<file path="config.mk">
export PLATFORM = sky130hd
export DESIGN_NAME = debug_cmd_decoder
export DESIGN_NICKNAME = d
export VERILOG_FILES = /design/src/rtl/debug_cmd_decoder_pkg.sv /design/src/rtl/debug_cmd_decoder_frame_edge_detect.sv /design/src/rtl/debug_cmd_decoder.sv
export SDC_FILE = /design/constraint.sdc
export NUM_CORES = 1
export LEC_CHECK = 0
export BUFFER_PORTS_ARGS = -buffer_cell sky130_fd_sc_hd__buf_2
export CORE_MARGIN = 2
export CORE_UTILIZATION = 40
export DETAILED_ROUTE_END_ITERATION = 6
export PLACE_DENSITY = 0.7
export SLEW_MARGIN = 20
export SYNTH_ARGS = -nofsm -noshare
export SYNTH_HDL_FRONTEND = slang
export SYNTH_SLANG_ARGS = --single-unit
export TNS_END_PERCENT = 10
</file>
<file path="constraint.sdc">
create_clock -name i_clock -period 1.9 [get_ports i_clock]
set_input_delay 0 -clock i_clock [delete_from_list [all_inputs] [get_ports i_clock]]
set_output_delay 0 -clock i_clock [all_outputs]
set_load 0.05 [all_outputs]
</file>
<file path="src/rtl/debug_cmd_decoder_pkg.sv">
// rtl/debug_cmd_decoder_pkg.sv - command codes, request types, frame layout and FSM encoding
package debug_cmd_decoder_pkg;

   // Frame layout: {code[31:26], valid[25], type[24:16], addr[15:0]}
   localparam int NB_CODE         = 6;
   localparam int NB_TYPE         = 9;
   localparam int NB_ADDR         = 16;
   localparam int FRAME_CODE_LSB  = 26;
   localparam int FRAME_VALID_BIT = 25;
   localparam int FRAME_TYPE_LSB  = 16;
   localparam int FRAME_ADDR_LSB  = 0;

   // Command codes carried in frame[31:26]; code 0 is never issued by the link
   localparam logic [NB_CODE-1:0] CMD_START          = 6'h01;
   localparam logic [NB_CODE-1:0] CMD_RESET          = 6'h02;
   localparam logic [NB_CODE-1:0] CMD_LOAD_INSTR_LSB = 6'h03;
   localparam logic [NB_CODE-1:0] CMD_LOAD_INSTR_MSB = 6'h04;
   localparam logic [NB_CODE-1:0] CMD_REQ_DATA       = 6'h05;
   localparam logic [NB_CODE-1:0] CMD_MODE_GET       = 6'h06;
   localparam logic [NB_CODE-1:0] CMD_MODE_SET_CONT  = 6'h07;
   localparam logic [NB_CODE-1:0] CMD_MODE_SET_STEP  = 6'h08;
   localparam logic [NB_CODE-1:0] CMD_STEP           = 6'h09;
   localparam logic [NB_CODE-1:0] CMD_GOT_DATA       = 6'h0A;
   localparam logic [NB_CODE-1:0] CMD_GIB_DATA       = 6'h0B;

   // Debug read request types carried in frame[24:16]
   localparam logic [NB_TYPE-1:0] REQ_MEM_DATA         = 9'h001;
   localparam logic [NB_TYPE-1:0] REQ_REG_DATA         = 9'h002;
   localparam logic [NB_TYPE-1:0] REQ_LATCH_FETCH_DATA = 9'h004;
   localparam logic [NB_TYPE-1:0] REQ_LATCH_FETCH_CTRL = 9'h008;
   localparam logic [NB_TYPE-1:0] REQ_LATCH_DECO_CTRL  = 9'h010;
   localparam logic [NB_TYPE-1:0] REQ_LATCH_DECO_DATA  = 9'h020;
   localparam logic [NB_TYPE-1:0] REQ_LATCH_EXEC_DATA  = 9'h040;
   localparam logic [NB_TYPE-1:0] REQ_LATCH_EXEC_CTRL  = 9'h080;
   localparam logic [NB_TYPE-1:0] REQ_LATCH_MEM_CTRL   = 9'h100;

   // Word returned when the debug controllers never answer a read
   localparam logic [31:0] TIMEOUT_WORD = 32'hDEAD_BEEF;

   // Read handshake FSM
   typedef enum logic [1:0] {
      ST_IDLE    = 2'd0,
      ST_RD_WAIT = 2'd1,
      ST_HOLD    = 2'd2
   } dbg_state_t;

endpackage

</file>
<file path="src/rtl/debug_cmd_decoder_frame_edge_detect.sv">
// rtl/debug_cmd_decoder_frame_edge_detect.sv - one-shot accept strobe and field split for incoming frames
module frame_edge_detect
   import debug_cmd_decoder_pkg::*;
#(
   parameter int NB_CONTROL_FRAME = 32
)
(
   input  logic                        i_clock,
   input  logic                        i_reset,
   input  logic [NB_CONTROL_FRAME-1:0] i_frame,
   output logic                        o_accept,
   output logic [NB_CODE-1:0]          o_code,
   output logic [NB_TYPE-1:0]          o_type,
   output logic [NB_ADDR-1:0]          o_addr
);

   logic valid_q;

   // remember last cycle's valid bit so a frame held for many cycles executes once
   always_ff @(posedge i_clock or negedge i_reset) begin
      if (!i_reset) begin
         valid_q <= 1'b0;
      end else begin
         valid_q <= i_frame[FRAME_VALID_BIT];
      end
   end

   assign o_accept = i_frame[FRAME_VALID_BIT] & ~valid_q;
   assign o_code   = i_frame[FRAME_CODE_LSB +: NB_CODE];
   assign o_type   = i_frame[FRAME_TYPE_LSB +: NB_TYPE];
   assign o_addr   = i_frame[FRAME_ADDR_LSB +: NB_ADDR];

endmodule

</file>
<file path="src/rtl/debug_cmd_decoder.sv">
// rtl/debug_cmd_decoder.sv - MicroBlaze control-frame decoder for CPU control, imem load and debug reads (option: DEBUG_CMD_ERR_EN)
module debug_cmd_decoder
   import debug_cmd_decoder_pkg::*;
#(
   parameter int NB_CONTROL_FRAME = 32,
   parameter int NB_INSTR         = 32,
   parameter int NB_INSTR_ADDR    = 9,
   parameter int RD_TIMEOUT       = 15
)
(
   input  logic                        i_clock,
   input  logic                        i_reset,
   input  logic [NB_CONTROL_FRAME-1:0] i_frame_from_blaze,
   output logic [NB_CONTROL_FRAME-1:0] o_frame_to_blaze,
   output logic                        o_cpu_reset,
   output logic                        o_run,
   output logic                        o_step,
   output logic                        o_mode_step,
   output logic                        o_imem_we,
   output logic [NB_INSTR_ADDR-1:0]    o_imem_addr,
   output logic [NB_INSTR-1:0]         o_imem_data,
   output logic                        o_rd_req,
   output logic [NB_TYPE-1:0]          o_rd_type,
   output logic [NB_ADDR-1:0]          o_rd_addr,
   input  logic [NB_INSTR-1:0]         i_rd_data,
   input  logic                        i_rd_valid
);

   localparam int                 NB_TIMER     = $clog2(RD_TIMEOUT + 1);
   localparam logic [NB_TIMER-1:0] TIMEOUT_LAST = NB_TIMER'(RD_TIMEOUT);

   logic               accept;
   logic [NB_CODE-1:0] cmd_code;
   logic [NB_TYPE-1:0] cmd_type;
   logic [NB_ADDR-1:0] cmd_addr;

   dbg_state_t                  state_q,     state_d;
   logic [NB_TIMER-1:0]         timer_q,     timer_d;
   logic [NB_CONTROL_FRAME-1:0] frame_q,     frame_d;
   logic                        cpu_reset_q, cpu_reset_d;
   logic                        run_q,       run_d;
   logic                        step_q,      step_d;
   logic                        mode_step_q, mode_step_d;
   logic                        imem_we_q,   imem_we_d;
   logic [NB_INSTR_ADDR-1:0]    imem_addr_q, imem_addr_d;
   logic [NB_INSTR-1:0]         imem_data_q, imem_data_d;
   logic                        rd_req_q,    rd_req_d;
   logic [NB_TYPE-1:0]          rd_type_q,   rd_type_d;
   logic [NB_ADDR-1:0]          rd_addr_q,   rd_addr_d;
   logic [NB_INSTR_ADDR-1:0]    wr_ptr_q,    wr_ptr_d;
   logic                        lsb_flag_q,  lsb_flag_d;
   logic [NB_ADDR-1:0]          lsb_data_q,  lsb_data_d;

   // REQ_DATA with type 0 may be redirected to the ignored-command counter
   logic                        count_query;
   logic [NB_CONTROL_FRAME-1:0] count_word;

   frame_edge_detect #(
      .NB_CONTROL_FRAME (NB_CONTROL_FRAME)
   ) u_frame_edge_detect (
      .i_clock  (i_clock),
      .i_reset  (i_reset),
      .i_frame  (i_frame_from_blaze),
      .o_accept (accept),
      .o_code   (cmd_code),
      .o_type   (cmd_type),
      .o_addr   (cmd_addr)
   );

`ifdef DEBUG_CMD_ERR_EN
   logic [7:0] err_cnt_q;
   logic       cmd_ignored;

   // flag accepted commands that end up having no effect
   always_comb begin
      cmd_ignored = 1'b0;
      if (accept) begin
         case (cmd_code)
            CMD_RESET, CMD_LOAD_INSTR_LSB,
            CMD_MODE_SET_CONT, CMD_MODE_SET_STEP: cmd_ignored = 1'b0;
            CMD_START:                            cmd_ignored = mode_step_q;
            CMD_STEP:                             cmd_ignored = ~mode_step_q;
            CMD_LOAD_INSTR_MSB:                   cmd_ignored = ~lsb_flag_q;
            CMD_REQ_DATA, CMD_MODE_GET:           cmd_ignored = (state_q != ST_IDLE);
            CMD_GOT_DATA, CMD_GIB_DATA:           cmd_ignored = (state_q != ST_HOLD);
            default:                              cmd_ignored = 1'b1;
         endcase
      end
   end

   // saturating count of ignored commands, cleared by the RESET command
   always_ff @(posedge i_clock or negedge i_reset) begin
      if (!i_reset) begin
         err_cnt_q <= 8'd0;
      end else if (accept && (cmd_code == CMD_RESET)) begin
         err_cnt_q <= 8'd0;
      end else if (cmd_ignored && (err_cnt_q != 8'hFF)) begin
         err_cnt_q <= err_cnt_q + 8'd1;
      end
   end

   assign count_query = (cmd_type == '0);
   assign count_word  = {{(NB_CONTROL_FRAME-8){1'b0}}, err_cnt_q};
`else
   assign count_query = 1'b0;
   assign count_word  = '0;
`endif

   // next-state and registered-output decode for the accepted command
   always_comb begin
      state_d     = state_q;
      timer_d     = timer_q;
      frame_d     = frame_q;
      run_d       = run_q;
      mode_step_d = mode_step_q;
      imem_addr_d = imem_addr_q;
      imem_data_d = imem_data_q;
      rd_type_d   = rd_type_q;
      rd_addr_d   = rd_addr_q;
      wr_ptr_d    = wr_ptr_q;
      lsb_flag_d  = lsb_flag_q;
      lsb_data_d  = lsb_data_q;
      cpu_reset_d = 1'b0;
      step_d      = 1'b0;
      imem_we_d   = 1'b0;
      rd_req_d    = 1'b0;

      // outstanding read: capture the answer or give up after RD_TIMEOUT cycles
      if (state_q == ST_RD_WAIT) begin
         if (i_rd_valid) begin
            frame_d = i_rd_data;
            state_d = ST_HOLD;
         end else if (timer_q == TIMEOUT_LAST) begin
            frame_d = TIMEOUT_WORD;
            state_d = ST_HOLD;
         end else begin
            timer_d = timer_q + 1'b1;
         end
      end

      if (accept) begin
         case (cmd_code)
            CMD_RESET: begin
               cpu_reset_d = 1'b1;
               run_d       = 1'b0;
               wr_ptr_d    = '0;
               lsb_flag_d  = 1'b0;
               state_d     = ST_IDLE;
               timer_d     = '0;
            end
            CMD_START: begin
               if (!mode_step_q) begin
                  run_d = 1'b1;
               end
            end
            CMD_STEP: begin
               if (mode_step_q) begin
                  step_d = 1'b1;
               end
            end
            CMD_MODE_SET_CONT: begin
               mode_step_d = 1'b0;
               run_d       = 1'b0;
            end
            CMD_MODE_SET_STEP: begin
               mode_step_d = 1'b1;
               run_d       = 1'b0;
            end
            CMD_LOAD_INSTR_LSB: begin
               lsb_data_d = cmd_addr;
               lsb_flag_d = 1'b1;
            end
            CMD_LOAD_INSTR_MSB: begin
               if (lsb_flag_q) begin
                  imem_we_d   = 1'b1;
                  imem_addr_d = wr_ptr_q;
                  imem_data_d = {cmd_addr, lsb_data_q};
                  wr_ptr_d    = wr_ptr_q + 1'b1;
                  lsb_flag_d  = 1'b0;
               end
            end
            CMD_REQ_DATA: begin
               if (state_q == ST_IDLE) begin
                  if (count_query) begin
                     frame_d = count_word;
                     state_d = ST_HOLD;
                  end else begin
                     rd_req_d  = 1'b1;
                     rd_type_d = cmd_type;
                     rd_addr_d = cmd_addr;
                     state_d   = ST_RD_WAIT;
                     timer_d   = '0;
                  end
               end
            end
            CMD_MODE_GET: begin
               if (state_q == ST_IDLE) begin
                  frame_d = {{(NB_CONTROL_FRAME-1){1'b0}}, mode_step_q};
                  state_d = ST_HOLD;
               end
            end
            CMD_GOT_DATA: begin
               if (state_q == ST_HOLD) begin
                  state_d = ST_IDLE;
               end
            end
            default: begin
               // GIB_DATA keeps re-presenting the held word; anything else is dropped
            end
         endcase
      end
   end

   // state and output registers
   always_ff @(posedge i_clock or negedge i_reset) begin
      if (!i_reset) begin
         state_q     <= ST_IDLE;
         timer_q     <= '0;
         frame_q     <= '0;
         cpu_reset_q <= 1'b0;
         run_q       <= 1'b0;
         step_q      <= 1'b0;
         mode_step_q <= 1'b0;
         imem_we_q   <= 1'b0;
         imem_addr_q <= '0;
         imem_data_q <= '0;
         rd_req_q    <= 1'b0;
         rd_type_q   <= '0;
         rd_addr_q   <= '0;
         wr_ptr_q    <= '0;
         lsb_flag_q  <= 1'b0;
         lsb_data_q  <= '0;
      end else begin
         state_q     <= state_d;
         timer_q     <= timer_d;
         frame_q     <= frame_d;
         cpu_reset_q <= cpu_reset_d;
         run_q       <= run_d;
         step_q      <= step_d;
         mode_step_q <= mode_step_d;
         imem_we_q   <= imem_we_d;
         imem_addr_q <= imem_addr_d;
         imem_data_q <= imem_data_d;
         rd_req_q    <= rd_req_d;
         rd_type_q   <= rd_type_d;
         rd_addr_q   <= rd_addr_d;
         wr_ptr_q    <= wr_ptr_d;
         lsb_flag_q  <= lsb_flag_d;
         lsb_data_q  <= lsb_data_d;
      end
   end

   assign o_frame_to_blaze = frame_q;
   assign o_cpu_reset      = cpu_reset_q;
   assign o_run            = run_q;
   assign o_step           = step_q;
   assign o_mode_step      = mode_step_q;
   assign o_imem_we        = imem_we_q;
   assign o_imem_addr      = imem_addr_q;
   assign o_imem_data      = imem_data_q;
   assign o_rd_req         = rd_req_q;
   assign o_rd_type        = rd_type_q;
   assign o_rd_addr        = rd_addr_q;

endmodule

</file>
# Word-level counts from Yosys, hierarchy flattened
# Index checks and enable logic that the tools add are counted.
[totals] register_bits=137 input_bits=67 wordCells=87
[op_classes] n_addsub=2 eq_ne=15 mux=37 n_bitwise=2 n_reduce_logical=14
[op_table] op="$mux 32" n=6
[op_table] op="$eq 6x3->1 const B" n=4
[op_table] op="$mux 4" n=5
[op_table] op="$eq 6x4->1 const B" n=3
[op_table] op="$pmux 9 s2" n=1
[op_table] op="$mux 2" n=7
[op_table] op="$eq 6x2->1 const B" n=2
[op_table] op="$mux 1" n=12
[op_table] op="$reduce_and 3->1" n=4
[op_table] op="$add 9x1->9 const B" n=1
[op_table] op="$mux 9" n=1
[op_table] op="$pmux 2 s4" n=1
[op_table] op="$pmux 4 s2" n=1
[op_table] op="$reduce_bool 2->1" n=4
[op_table] op="$eq 6x1->1 const B" n=1
[op_table] op="$pmux 1 s2" n=3
[op_table] op="$reduce_and 2->1" n=3
[op_table] op="$add 4x1->4 const B" n=1
[op_table] op="$eq 4x4->1 const B" n=1
[op_table] op="$ne 2x2->1 const B" n=2
[op_table] op="$reduce_or 3->1" n=1
[op_table] op="$eq 2x1->1 const B" n=1
[op_table] op="$eq 2x2->1 const B" n=1
[op_table] op="$logic_not 2->1" n=1
[op_table] op="other kinds (3)" n=3

# Longest topological paths before layout
[depth] ltp_word=7 mapped_depth=7 ltp_nobuf=5

# By module
# From an unflattened synthesis, not the netlist that was laid out.
[unflattened] hier_cells=413 hier_area_um2=5785.5
[modules_own_cells] mod="debug_cmd_decoder" instances=1 cells_per_inst=380 area_per_inst_um2=5514.0 seq_area_each_um2=3403.3
[modules_own_cells] mod="frame_edge_detect" instances=1 cells_per_inst=33 area_per_inst_um2=271.5 seq_area_each_um2=25.0

# Least setup slack after synthesis
# No wires, ideal clock.
[synth_path] path_kind="register to register" from="register u_frame_edge_detect.valid_q" to="register lsb_data_q[10]" setup_time_ns=0.125 t_arrival_ns=1.558 required_ns=1.775 slack_ns=0.217 stages_incl_launch_ff=7 n_path_buf=3 cell_sequence="dfrtp_1 > nor2b_1 > buf_2 > and4_1 > buf_2 > buf_2 > mux2_2"
[synth_via] elab_chain_len=3
[synth_lines] item="start, declared" line="debug_cmd_decoder_frame_edge_detect.sv:17" rtl="logic valid_q;"
[synth_lines] item="start signal, assigned" line="debug_cmd_decoder_frame_edge_detect.sv:24" rtl="valid_q <= i_frame[FRAME_VALID_BIT];"
[synth_lines] item="$not 1->1" line="debug_cmd_decoder_frame_edge_detect.sv:28" rtl="assign o_accept = i_frame[FRAME_VALID_BIT] & ~valid_q;"
[synth_lines] item="$and 1x1->1" line="debug_cmd_decoder_frame_edge_detect.sv:28"
[synth_lines] item="$reduce_and 2->1 (no line)"
[synth_lines] item="end signal, assigned" line="debug_cmd_decoder.sv:249" rtl="lsb_data_q <= lsb_data_d;"
[synth_lines] item="end, declared" line="debug_cmd_decoder.sv:52" rtl="logic [NB_ADDR-1:0] lsb_data_q, lsb_data_d;"
# No other way between the ends.
# A chain may end at the register's enable or synchronous reset.

# Final worst setup path
[layout_path] from="register lsb_flag_q" to="register wr_ptr_q[8]"
[layout_via] elab_chain_len=2
[layout_lines] item="start, declared" line="debug_cmd_decoder.sv:51" rtl="logic lsb_flag_q, lsb_flag_d;"
[layout_lines] item="start signal, assigned" line="debug_cmd_decoder.sv:248" rtl="lsb_flag_q <= lsb_flag_d;"
[layout_lines] item="$ne 2x2->1 (no line)"
[layout_lines] item="$reduce_and 3->1 (no line)"
[layout_lines] item="end signal, assigned" line="debug_cmd_decoder.sv:247" rtl="wr_ptr_q <= wr_ptr_d;"
[layout_lines] item="end, declared" line="debug_cmd_decoder.sv:50" rtl="logic [NB_INSTR_ADDR-1:0] wr_ptr_q, wr_ptr_d;"
# No other way between the ends.

==> impl_metrics.json <==
{
  "synthFlopType": "dfrtp_1",
  "final_common_cell": "buf_2",
  "clkPwrFrac": 0.330,
  "drc": 0,
  "cts_setup_buffers": 0,
  "globalRouteOverflowTotal": 0,
  "diodes": 0,
  "period_needed_ns": 1.77,
  "synth_area_leaders": "dfrtp_1, mux2_4, mux2_2, o221a_2, a22oi_1",
  "startpoint_type": "flip-flop",
  "synth_top_area_cell": "dfrtp_1",
  "cp.arrival_ns": 2.10,
  "hold_class": "input port to flip-flop",
  "synth_edf_count": 0,
  "fp.dieW_um": 123,
  "syn-num-nets": 454,
  "rows": 43,
  "synthToLayoutAreaGrowth_pct": 41.2,
  "grt_pass1_wl_um": 22500,
  "clkSlewWorstSetupHoldPaths_ns": 0.06,
  "pin_count": 171,
  "tritoncts": "yes",
  "layout.nets": 699,
  "gp_congestion": 0.835,
  "antenna_found_initial": 0,
  "port_buffers": 170,
  "drt_iter0_drc": 161,
  "tightest_slew_ns": 0.557,
  "hold_viol": 0,
  "hpwl_um": 8930,
  "cts_buffers": 17,
  "finClkSkew_ns": 0.00731,
  "rsz0062_at_grt": "false",
  "period_share": 0.929,
  "grt_pass1_vias": 4461,
  "ir_drop_mv": 0.900,
  "htree_levels": 4,
  "relSlewSlack": 0.625,
  "fmax_mhz": 567,
  "ys_ff_latch": 137,
  "dr.pass1.iters": 5,
  "yosysWarnings": 0,
  "cts.sinks": 137,
  "drive_gt1_frac": 0.504,
  "clk_latency_ns": 0.41,
  "grt_use_total": 0.193,
  "p_sw_frac": 0.351,
  "cp_data_required_time_ns": 2.24,
  "final_util": 0.577,
  "p_per_area_nw_per_um2": 1220,
  "final_cell_mix": "buf_2, dfrtp_1, dlygate4sd3_1, mux2_2, mux2_4",
  "async_flop_share": 1.00,
  "seq_power_share": 0.378,
  "cts-root-buf": "clkbuf_16",
  "netlist_area_um2": 5660,
  "p_comb_frac": 0.292,
  "synthCells": 385,
  "yosysSeqAreaShare": 0.606,
  "coreArea_um2": 13800,
  "vias": 4194,
  "synth.distinct_cells": 45,
  "internal-power_mw": 6.34,
  "setup-violations-final": 0,
  "worstSetupEndpointType": "flip-flop",
  "path_max_fanout": 13,
  "critical_path_class": "flip-flop to flip-flop",
  "die_h_um": 123,
  "max_cap_viol_count": 0,
  "clk_path_buf_depth": 2,
  "finalWirelength_um": 13700,
  "die-area_um2": 15100,
  "start_util": 0.409,
  "yosys.area.top_type_share": 0.606,
  "grt_start_max_net_pins": 53,
  "antenna_left": 0,
  "syn_area_per_cell_um2": 14.7,
  "final-max-slew-violation-count": 0,
  "p_sw_mw": 3.42,
  "tns_ns": 0,
  "power.total_mw": 9.76,
  "status": "finished clean",
  "cellLeakagePower_nw": 4.18,
  "wire_per_inst_um": 16.7,
  "vias_per_cell": 5.11
}
registers in the layout (all words and copies together) (netlist names):
name and cells:
lsb_data_q 16, lsb_flag_q 1, o_cpu_reset 1, o_frame_to_blaze 32, o_imem_addr 9, o_imem_data 32, o_imem_we 1, o_mode_step 1
o_rd_addr 16, o_rd_req 1, o_rd_type 9, o_run 1, o_step 1, state_q 2, timer_q 4, u_frame_edge_detect.valid_q 1
wr_ptr_q 9
synth_stat cells, types with 3 or more instances:
library cell / number
inv_1: 5
nand4_1: 5
and4_1: 3
nor2b_1: 4
buf_2: 4
and3_1: 4
o21ai_0: 9
mux2_2: 43
or3_1: 5
nand3_1: 5
clkbuf_1: 13
buf_6: 4
a211oi_1: 3
a22oi_1: 9
o31ai_1: 5
mux2_4: 39
a21oi_1: 10
dfrtp_1: 137
nor2_1: 15
o221a_2: 23
or4_1: 3
nand2_1: 8
final timing paths:
| check | from | cells after the start | slack [ns] | end |
|---|---|---|---|---|
| setup / recovery | lsb_flag_q | 5 | 0.14 | wr_ptr_q[8] |
| hold / removal | i_frame_from_blaze[31] | 3 | 0.04 | o_step |
| setup reg to reg | lsb_flag_q | 5 | 0.14 | wr_ptr_q[8] |
| hold reg to reg | lsb_data_q[1] | 1 | 0.50 | o_imem_data[1] |
| max in group asynchronous | i_reset | 3 | 1.13 | o_rd_addr[11] |
| min in group asynchronous | i_reset | 2 | 0.10 | o_frame_to_blaze[2] |
worst max-delay path, cell delays in order, from the launching register on:
cell and delay [ns]:
dfrtp_1 0.40, nor3b_1 0.20, a22oi_1 0.18, clkbuf_4 0.24
or4_1 0.52, a21oi_1 0.15
area by class of cell:
class,count,area (µm²)
fill,1098,5840
sequential,137,3430
multi-input combinational,222,2100
timing repair buffer,247,1640
clock buffer,21,450
tap,180,225
clock inverter,9,125
inverter,5,18.8
repair_timing:
item / CTS / global route
hold buffers: 62 / 0
setup endpoints to repair: 0 / 24
resized for setup: 0 / 1
endpoints found under the hold margin: 209 / 0
logic make-up (layout without fill, tap and decap cells):
group           Yosys count  count (layout)  share of synthesized area
fa+ha+maj                 2               2                    0.00442
mux                      83              83                      0.191
simple gates             67              67                     0.0750
flops                   137             137                      0.606
buf+inv                  26             282                     0.0235
compound gates           68              68                     0.0969
xor+xnor                  2               2                    0.00310
routing by layer:
metal	GRT usage	routed length (µm)	vias to the layer above
met5	0	0	-
met4	0.0999	469	0
met3	0.0480	613	42
met2	0.320	7030	137
met1	0.234	5630	2082
li1	-	-	1933
power groups by stage:
stage / Combinational [mW] / Sequential [mW] / Clock (mW)
after floorplan: 0.627 / 5.07 / 0
after global placement: 2.69 / 3.68 / 0
after detailed placement: 2.76 / 3.70 / 0
after CTS: 2.85 / 3.68 / 3.29
after global routing: 2.97 / 3.73 / 3.43
final: 2.85 / 3.69 / 3.22
stage by stage:
stage	std cells	setup slack, ns	instance area, µm²	hold WS (ns)
floorplan	385	0.217	5660	-0.296
finish	821	0.135	7980	0.0433
detailed placement	728	0.0187	6780	-0.0181
global placement	728	0.0916	6780	-0.0211
CTS	820	0.00491	7980	0.0177
global route	821	0.00962	7980	0.0492
No activity file was read; power rests on OpenSTA's default activity.
